[config.mk]
export PLATFORM = sky130hd
export DESIGN_NAME = urisc_core
export DESIGN_NICKNAME = d
export VERILOG_FILES = /design/src/rtl/urisc_core.sv
export SDC_FILE = /design/constraint.sdc
export NUM_CORES = 1
export LEC_CHECK = 0
export ABC_AREA = 1
export CAP_MARGIN = 20
export CORE_MARGIN = 2
export CORE_UTILIZATION = 35
export CTS_CLUSTER_DIAMETER = 100
export DETAILED_ROUTE_END_ITERATION = 12
export GPL_TIMING_DRIVEN = 1
export PLACE_DENSITY = 0.63
export SYNTH_ARGS = -nofsm -noshare
export SYNTH_HDL_FRONTEND = slang
export SYNTH_SLANG_ARGS = --single-unit
[constraint.sdc]
create_clock -name clk -period 2.85 [get_ports clk]
set_input_delay 0.4275 -clock clk [delete_from_list [all_inputs] [get_ports clk]]
set_output_delay 0.4275 -clock clk [all_outputs]
set_load 0.005 [all_outputs]
[src/rtl/urisc_core.sv]
// Single-instruction (subtract-and-branch-if-<=0) processor core.
// Fetches A, B, C from ROM, then reads Mem[A] and Mem[B] and writes Mem[B] - Mem[A], six cycles per instruction.
module urisc_core #(
  parameter  int WIDTH = 16,
  parameter  int DEPTH = 512,
  localparam int AW    = $clog2(DEPTH)
) (
  input  logic             clk,
  input  logic             reset,
  input  logic             start,
  output logic             rom_cs,
  output logic             rom_read,
  output logic [AW-1:0]    rom_addr,
  input  logic [AW-1:0]    rom_data,
  output logic             mem_cs,
  output logic             mem_read,
  output logic             mem_write,
  output logic [AW-1:0]    mem_addr,
  output logic [WIDTH-1:0] mem_wdata,
  input  logic [WIDTH-1:0] mem_rdata,
  output logic             busy,
  output logic             halted,
  output logic [AW-1:0]    pc,
  output logic [15:0]      instr_count
);

  typedef enum logic [2:0] {IDLE, FA, FB, FC, RA, RB, WR, HALT} state_t;

  state_t           state, state_next;
  logic [AW-1:0]    reg_a, reg_b, reg_c;
  logic [WIDTH-1:0] op_a, op_b;
  logic [WIDTH-1:0] result;
  logic             taken;

  // Modulo-DEPTH address increment, correct even when DEPTH is not a power of two.
  function automatic logic [AW-1:0] wrap_add(input logic [AW-1:0] base, input int unsigned n);
    logic [AW+1:0] sum;
    sum = {2'b00, base} + (AW+2)'(n);
    if (sum >= (AW+2)'(DEPTH))
      sum = sum - (AW+2)'(DEPTH);
    return sum[AW-1:0];
  endfunction

  assign result = op_b - op_a;
  assign taken  = result[WIDTH-1] || (result == '0);

  always_ff @(posedge clk) begin
    if (reset)
      state <= IDLE;
    else
      state <= state_next;
  end

  always_ff @(posedge clk) begin
    if (reset) begin
      pc          <= '0;
      instr_count <= '0;
      reg_a       <= '0;
      reg_b       <= '0;
      reg_c       <= '0;
      op_a        <= '0;
      op_b        <= '0;
    end else begin
      case (state)
        IDLE, HALT: begin
          if (start) begin
            pc          <= '0;
            instr_count <= '0;
          end
        end
        FA: reg_a <= rom_data;
        FB: reg_b <= rom_data;
        FC: reg_c <= rom_data;
        RA: op_a  <= mem_rdata;
        RB: op_b  <= mem_rdata;
        WR: begin
          pc          <= taken ? reg_c : wrap_add(pc, 3);
          instr_count <= instr_count + 16'd1;
        end
        default: ;
      endcase
    end
  end

  // The write strobe is masked by reset so an interrupted WR never commits.
  always_comb begin
    state_next = state;
    rom_cs     = 1'b0;
    rom_read   = 1'b0;
    rom_addr   = '0;
    mem_cs     = 1'b0;
    mem_read   = 1'b0;
    mem_write  = 1'b0;
    mem_addr   = '0;
    mem_wdata  = '0;
    busy       = 1'b0;
    halted     = 1'b0;
    case (state)
      IDLE: begin
        if (start) state_next = FA;
      end
      FA: begin
        busy = 1'b1; rom_cs = 1'b1; rom_read = 1'b1;
        rom_addr   = pc;
        state_next = FB;
      end
      FB: begin
        busy = 1'b1; rom_cs = 1'b1; rom_read = 1'b1;
        rom_addr   = wrap_add(pc, 1);
        state_next = FC;
      end
      FC: begin
        busy = 1'b1; rom_cs = 1'b1; rom_read = 1'b1;
        rom_addr   = wrap_add(pc, 2);
        state_next = RA;
      end
      RA: begin
        busy = 1'b1; mem_cs = 1'b1; mem_read = 1'b1;
        mem_addr   = reg_a;
        state_next = RB;
      end
      RB: begin
        busy = 1'b1; mem_cs = 1'b1; mem_read = 1'b1;
        mem_addr   = reg_b;
        state_next = WR;
      end
      WR: begin
        busy = 1'b1; mem_cs = 1'b1;
        mem_write  = !reset;
        mem_addr   = reg_b;
        mem_wdata  = result;
        state_next = (taken && reg_c == pc) ? HALT : FA;
      end
      HALT: begin
        halted = 1'b1;
        if (start) state_next = FA;
      end
      default: state_next = IDLE;
    endcase
  end

endmodule

## Yosys cells after proc, flatten, opt, wreduce, memory -nomap -nowiden

Index checks and enable logic that the tools add are counted.

- Bits of input ports: 28
- Bits in latches: 0
- Register bits: 87
- Memories: 0
- Memory bits (writable): 0
- Output and inout port bits: 66
- Memory bits (read-only): 0

- Divide/modulo/power cells: 0
- Add/sub/neg operators: 8
- Magnitude comparators: 3
- Mux-type cells: 20
- Shift-type cells: 0
- Reductions and logical operators: 13
- Bitwise gates (word level): 0
- Equality and inequality tests: 9
- Multiply operators: 0

Operators by type and width:

| cell | number |
|---|---|
| 9-bit 2-to-1 mux | 5 |
| 9-bit case mux with 2 select lines | 2 |
| 16-bit 2-to-1 mux | 2 |
| 16-bit case mux with 2 select lines | 1 |
| 10-bit greater-or-equal comparator (second input constant) | 3 |
| 9-bit case mux with 3 select lines | 1 |
| 9-bit by 1-bit subtractor with 9-bit output (second input constant) | 3 |
| 3-bit case mux with 7 select lines | 1 |
| 9-bit by 2-bit adder with 10-bit output (second input constant) | 2 |
| 16-bit by 1-bit adder with 16-bit output (second input constant) | 1 |
| 16-bit zero test | 1 |
| 16-bit subtractor | 1 |
| 3-bit equality test (second input constant) | 4 |
| 9-bit by 1-bit adder with 10-bit output (second input constant) | 1 |
| 9-bit equality test | 1 |
| 3-bit by 2-bit equality test with 1-bit output (second input constant) | 2 |
| 1-bit 2-to-1 mux | 6 |
| 3-bit 2-to-1 mux | 2 |
| 2-bit OR reduction | 3 |
| 3-bit OR reduction | 2 |
| 6-bit OR reduction | 1 |
| 3-bit by 1-bit equality test with 1-bit output (second input constant) | 1 |
| 3-bit zero test | 1 |
| 2-bit by 1-bit != test with 1-bit output (second input constant) | 1 |
| 5 further kinds | 5 |

## Longest topological paths before layout

- Depth after elaboration: 6
- Gate-level depth with buffers: 20
- Gate-level depth less buffers: 20

## Worst setup path after synthesis

OpenSTA, ideal clock, no wires.

- Path type: register to register
- Start point: reg op_b[0]
- End point: reg pc[0]
- Arrival: 2049 ps
- Slack: 669 ps
- Path buffers: 0
- Stages on the path, launching flop included: 20
- Data required time: 2718 ps
- Setup time: 132 ps
- Cell sequence: dfxtp_1 -> inv_1 -> ha_1 -> fa_1 -> inv_1 -> nand2_1 -> nand2_1 -> nand3_2 -> nand2_2 -> nand2_1 -> nand2_1 -> nand2_1 -> nand2_1 -> nand2_1 -> nor2_2 -> nand2_4 -> nand2_4 -> nand2_1 -> nand3_1 -> a21oi_1

- Word-level cells in the longest chain between the ends: 5

RTL lines:

| what | line | text |
|---|---|---|
| start, declared | 31 | `logic [WIDTH-1:0] op_a, op_b;` |
| start signal, assigned | 75 | `RB: op_b <= mem_rdata;` |
| 16-bit subtractor (*) | 44 | `assign result = op_b - op_a;` |
| 16-bit zero test | 45 | `assign taken = result[WIDTH-1] \|\| (result == '0);` |
| 1-bit logical OR (*) | 45 |  |
| 9-bit 2-to-1 mux (*) | 77 | `pc <= taken ? reg_c : wrap_add(pc, 3);` |
| 9-bit case mux with 2 select lines (*) | 64 | `case (state)` |
| end signal, assigned | 77 |  |
| end, declared | 23 | `output logic [AW-1:0] pc,` |

Mark *: on every way between the ends. The rest lies on a longest branch, timed or not.
A chain may end at the register's enable or synchronous reset.

## Final worst setup path

- Start point: reg pc[1]
- End point: out rom_addr[8]

- Word-level cells in the longest chain between the ends: 4
- Elaborated cells between the ends (all ways): 9

RTL lines:

| what | line | text |
|---|---|---|
| 9-bit by 2-bit adder with 10-bit output or 9-bit by 1-bit adder with 10-bit output (tied branches) | 38 | `sum = {2'b00, base} + (AW+2)'(n);` |
| 9-bit by 1-bit subtractor with 9-bit output or 10-bit greater-or-equal comparator (tied branches) | 40, 39 |  |
| 9-bit 2-to-1 mux | 39 | `if (sum >= (AW+2)'(DEPTH))` |
| 9-bit case mux with 3 select lines (*) | 98 | `case (state)` |
| end, declared | 13 | `output logic [AW-1:0] rom_addr,` |

Marks and branches as above.

==> reports/metrics.csv <==
metric,value,unit
fraction of layout cells with a size suffix above 1,0.105,
Startpoint Class,flop,
Pleak,0.00292,µW
initial antenna violation count,0,
sw power,1090,µW
Chip Height,126,µm
simple-gate share of the synthesized area,0.268,
cts hold-fix bufs,0,
peak supply drop,273,µV
Compound-Gate Fraction of Synth Area,0.192,
# setup viols final,0,
die area,0.0158,mm²
Mapped Nets,844,
placer congestion estimate,0.955,
top post-synthesis cells by area,"dfxtp_1 (34%), nand2_1 (10%), inv_1 (9.0%)",
Die Span X,126,µm
Multi-input gate area,0.00297,mm²
clock latency on the worst-skew pair,340,ps
fill count,1501,
switching part of the total,0.329,
Worst-Margin Slew,633,ps
Area Growth Syn to Fin,31.4,%
Synth Area in XOR/XNOR,0.0285,
fin crit share,0.955,
I/O Buffers,93,
Row Count,44,
Seq cells post-synth,87,
Root Buffer,clkbuf_16,
ys async rst share,0,
Clock Tree Buf Depth,2,
pin count of the biggest net entering global routing,41,
final WL,14600,µm
combinational share of power,0.269,
DPL Wire Length,10800,µm
Starting DRT DRC Count,340,
mux contribution to synthesized area,0,
status,"complete, no violations",
worst hold path type,reg -> reg,
Rel. slew slack,0.577,
Clock transition at path regs,70,ps
"Data arrival, critical path",2290,ps
Crit. End Element,output port,
Pwr Density,488,mW/mm²
1st-pass router iterations,5,
Synth Warn #,0,
Post-Synthesis Cells,794,
DR DRC count,0,
grt total ovfl,0,
adder-cell share of the synthesized area,0.0546,
CTS tree,done,
I/O pin total,94,
vias,5280,
part of the power in registers,0.388,
H-tree depth,3,
syn_area_per_cell,6.52,µm²
Total GRT Usage,0.184,
Worst Path Required,2420,ps
"EDFF count, synth",0,
internal power,2230,µW
vias in the first global route,4920,
post-layout net count,934,
worst-path maximum fanout,7,
clock power share,0.343,
skew final,6.85,ps
Synth Flop Type,dfxtp_1,
synthesized area,0.00518,mm²
initial core utilization,0.358,
Final Slew Violations,0,
setup TNS,0,ps
post-synth top area share,0.336,
CTS buffer count,9,
detailed-route wire length per cell,13.6,µm
first-pass GRT wire length,24100,µm
Final Hold Vio Count,0,
Fmax,367,MHz
Setup Buffers After CTS,0,
minimum clock period,2720,ps
TritonCTS sink count,87,
largest area contributor in the netlist,dfxtp_1,
"commonest non-fill, non-tap cell in the layout",nand2_1,
Cell variety after synth,44,
number of antenna-violating nets in the routed design,0,
Max-Cap Viols,0,
# diodes,0,
Hold Slack,449,ps
Vias/cell,4.92,
Setup CP Type,reg -> out,
part of the Yosys area used for sequential elements,0.336,
Core Region,0.0145,mm²
FF/Latch Area,0.00175,mm²
"leading cell types in the layout, fill and taps excluded","nand2_1 (137), inv_1 (123), nor2_1 (92)",
largest family of logic cells by synthesized area,simple AND/OR/NAND/NOR gates,
-- what timing repair did --
item / CTS / global route
pin swaps: 3 / 1
setup endpoints to repair: 6 / 20
gates resized for setup: 20 / 29
-- final cells by class --
class,instances,area share
repair buffers,113,0.160
inverters,127,0.0706
flip-flops and latches,87,0.257
well taps,184,0.0338
clock buffers,10,0.0351
clock inverters,6,0.00736
multi-input cells,546,0.436
-- registers in the layout, indices dropped and copies added, names as in the netlist --
signal / flops
instr_count: 16
op_a: 16
op_b: 16
pc: 9
reg_a: 9
reg_b: 9
reg_c: 9
state: 3
-- synthesized netlist by cell type, types with 2 or more instances --
cell and number:
dfxtp_1 87, nor3_1 12, inv_1 124, a21oi_2 2, nand3_2 4, nand4_1 4, nand2_1 140, xor2_1 12
o22ai_1 10, xnor2_1 3, a221oi_1 3, nor2_1 102, nor4_1 2, nand3b_1 4, clkbuf_1 27, inv_2 2
nand2_4 2, buf_6 2, nand3_1 44, buf_1 2, a22oi_1 2, ha_1 21, nor2_2 4, o221ai_1 3
o31ai_1 3, nand2_2 3, buf_2 2, a21oi_1 80, o21ai_0 73
-- metal layers --
metal / global-route usage / vias to the layer above / part of all wire
li1: - / 2741 / -
met1: 0.244 / 2411 / 0.48
met2: 0.312 / 119 / 0.47
met3: 0.0382 / 9 / 0.044
met4: 0.0373 / 0 / 0.0085
met5: 0 / - / 0
-- power groups by stage --
stage,clock (µW),sequential [µW],combinational (µW)
finish,1140,1290,894
global route,1220,1290,1010
CTS,1170,1280,881
detailed placement,0,1310,862
global placement,0,1310,860
floorplan,0,1310,650
-- metrics by stage --
step / power [µW] / instances / setup slack [ps] / utilization / area, µm²
floorplan: 1960 / 794 / 669 / - / 5180
global placement: 2170 / 1057 / 244 / 0.438 / 6340
detailed placement: 2170 / 1057 / 213 / 0.438 / 6340
CTS: 3340 / 1073 / 10.1 / 0.464 / 6720
global route: 3520 / 1073 / -15.3 / 0.470 / 6800
finish: 3320 / 1073 / 129 / 0.470 / 6800
-- critical path, cell delays in order (launching register included) --
cell and delay, ps:
dfxtp_2 420, ha_1 240, inv_1 100, nor2_2 180
nand2_1 100, o21ai_0 100, a21oi_1 120, nor3_2 180
clkdlybuf4s50_1 520
-- logic make-up (layout without fill, tap and decap cells) --
logic type      after synthesis  after routing
fa+ha+maj                    22             22
xor+xnor                     16             16
compound gates              183            183
buf+inv                     161            256
flops                        87             87
simple gates                325            325
-- worst paths after layout --
path / slack [ps] / start / cells past startpoint / end
hold / removal: 450 / reg_a[8] / 2 / reg_a[8]
hold reg to reg: 450 / reg_a[8] / 2 / reg_a[8]
setup / recovery: 130 / pc[1] / 8 / rom_addr[8]
setup reg to reg: 460 / op_b[0] / 19 / pc[1]
Power figures use the tool's default switching activity.
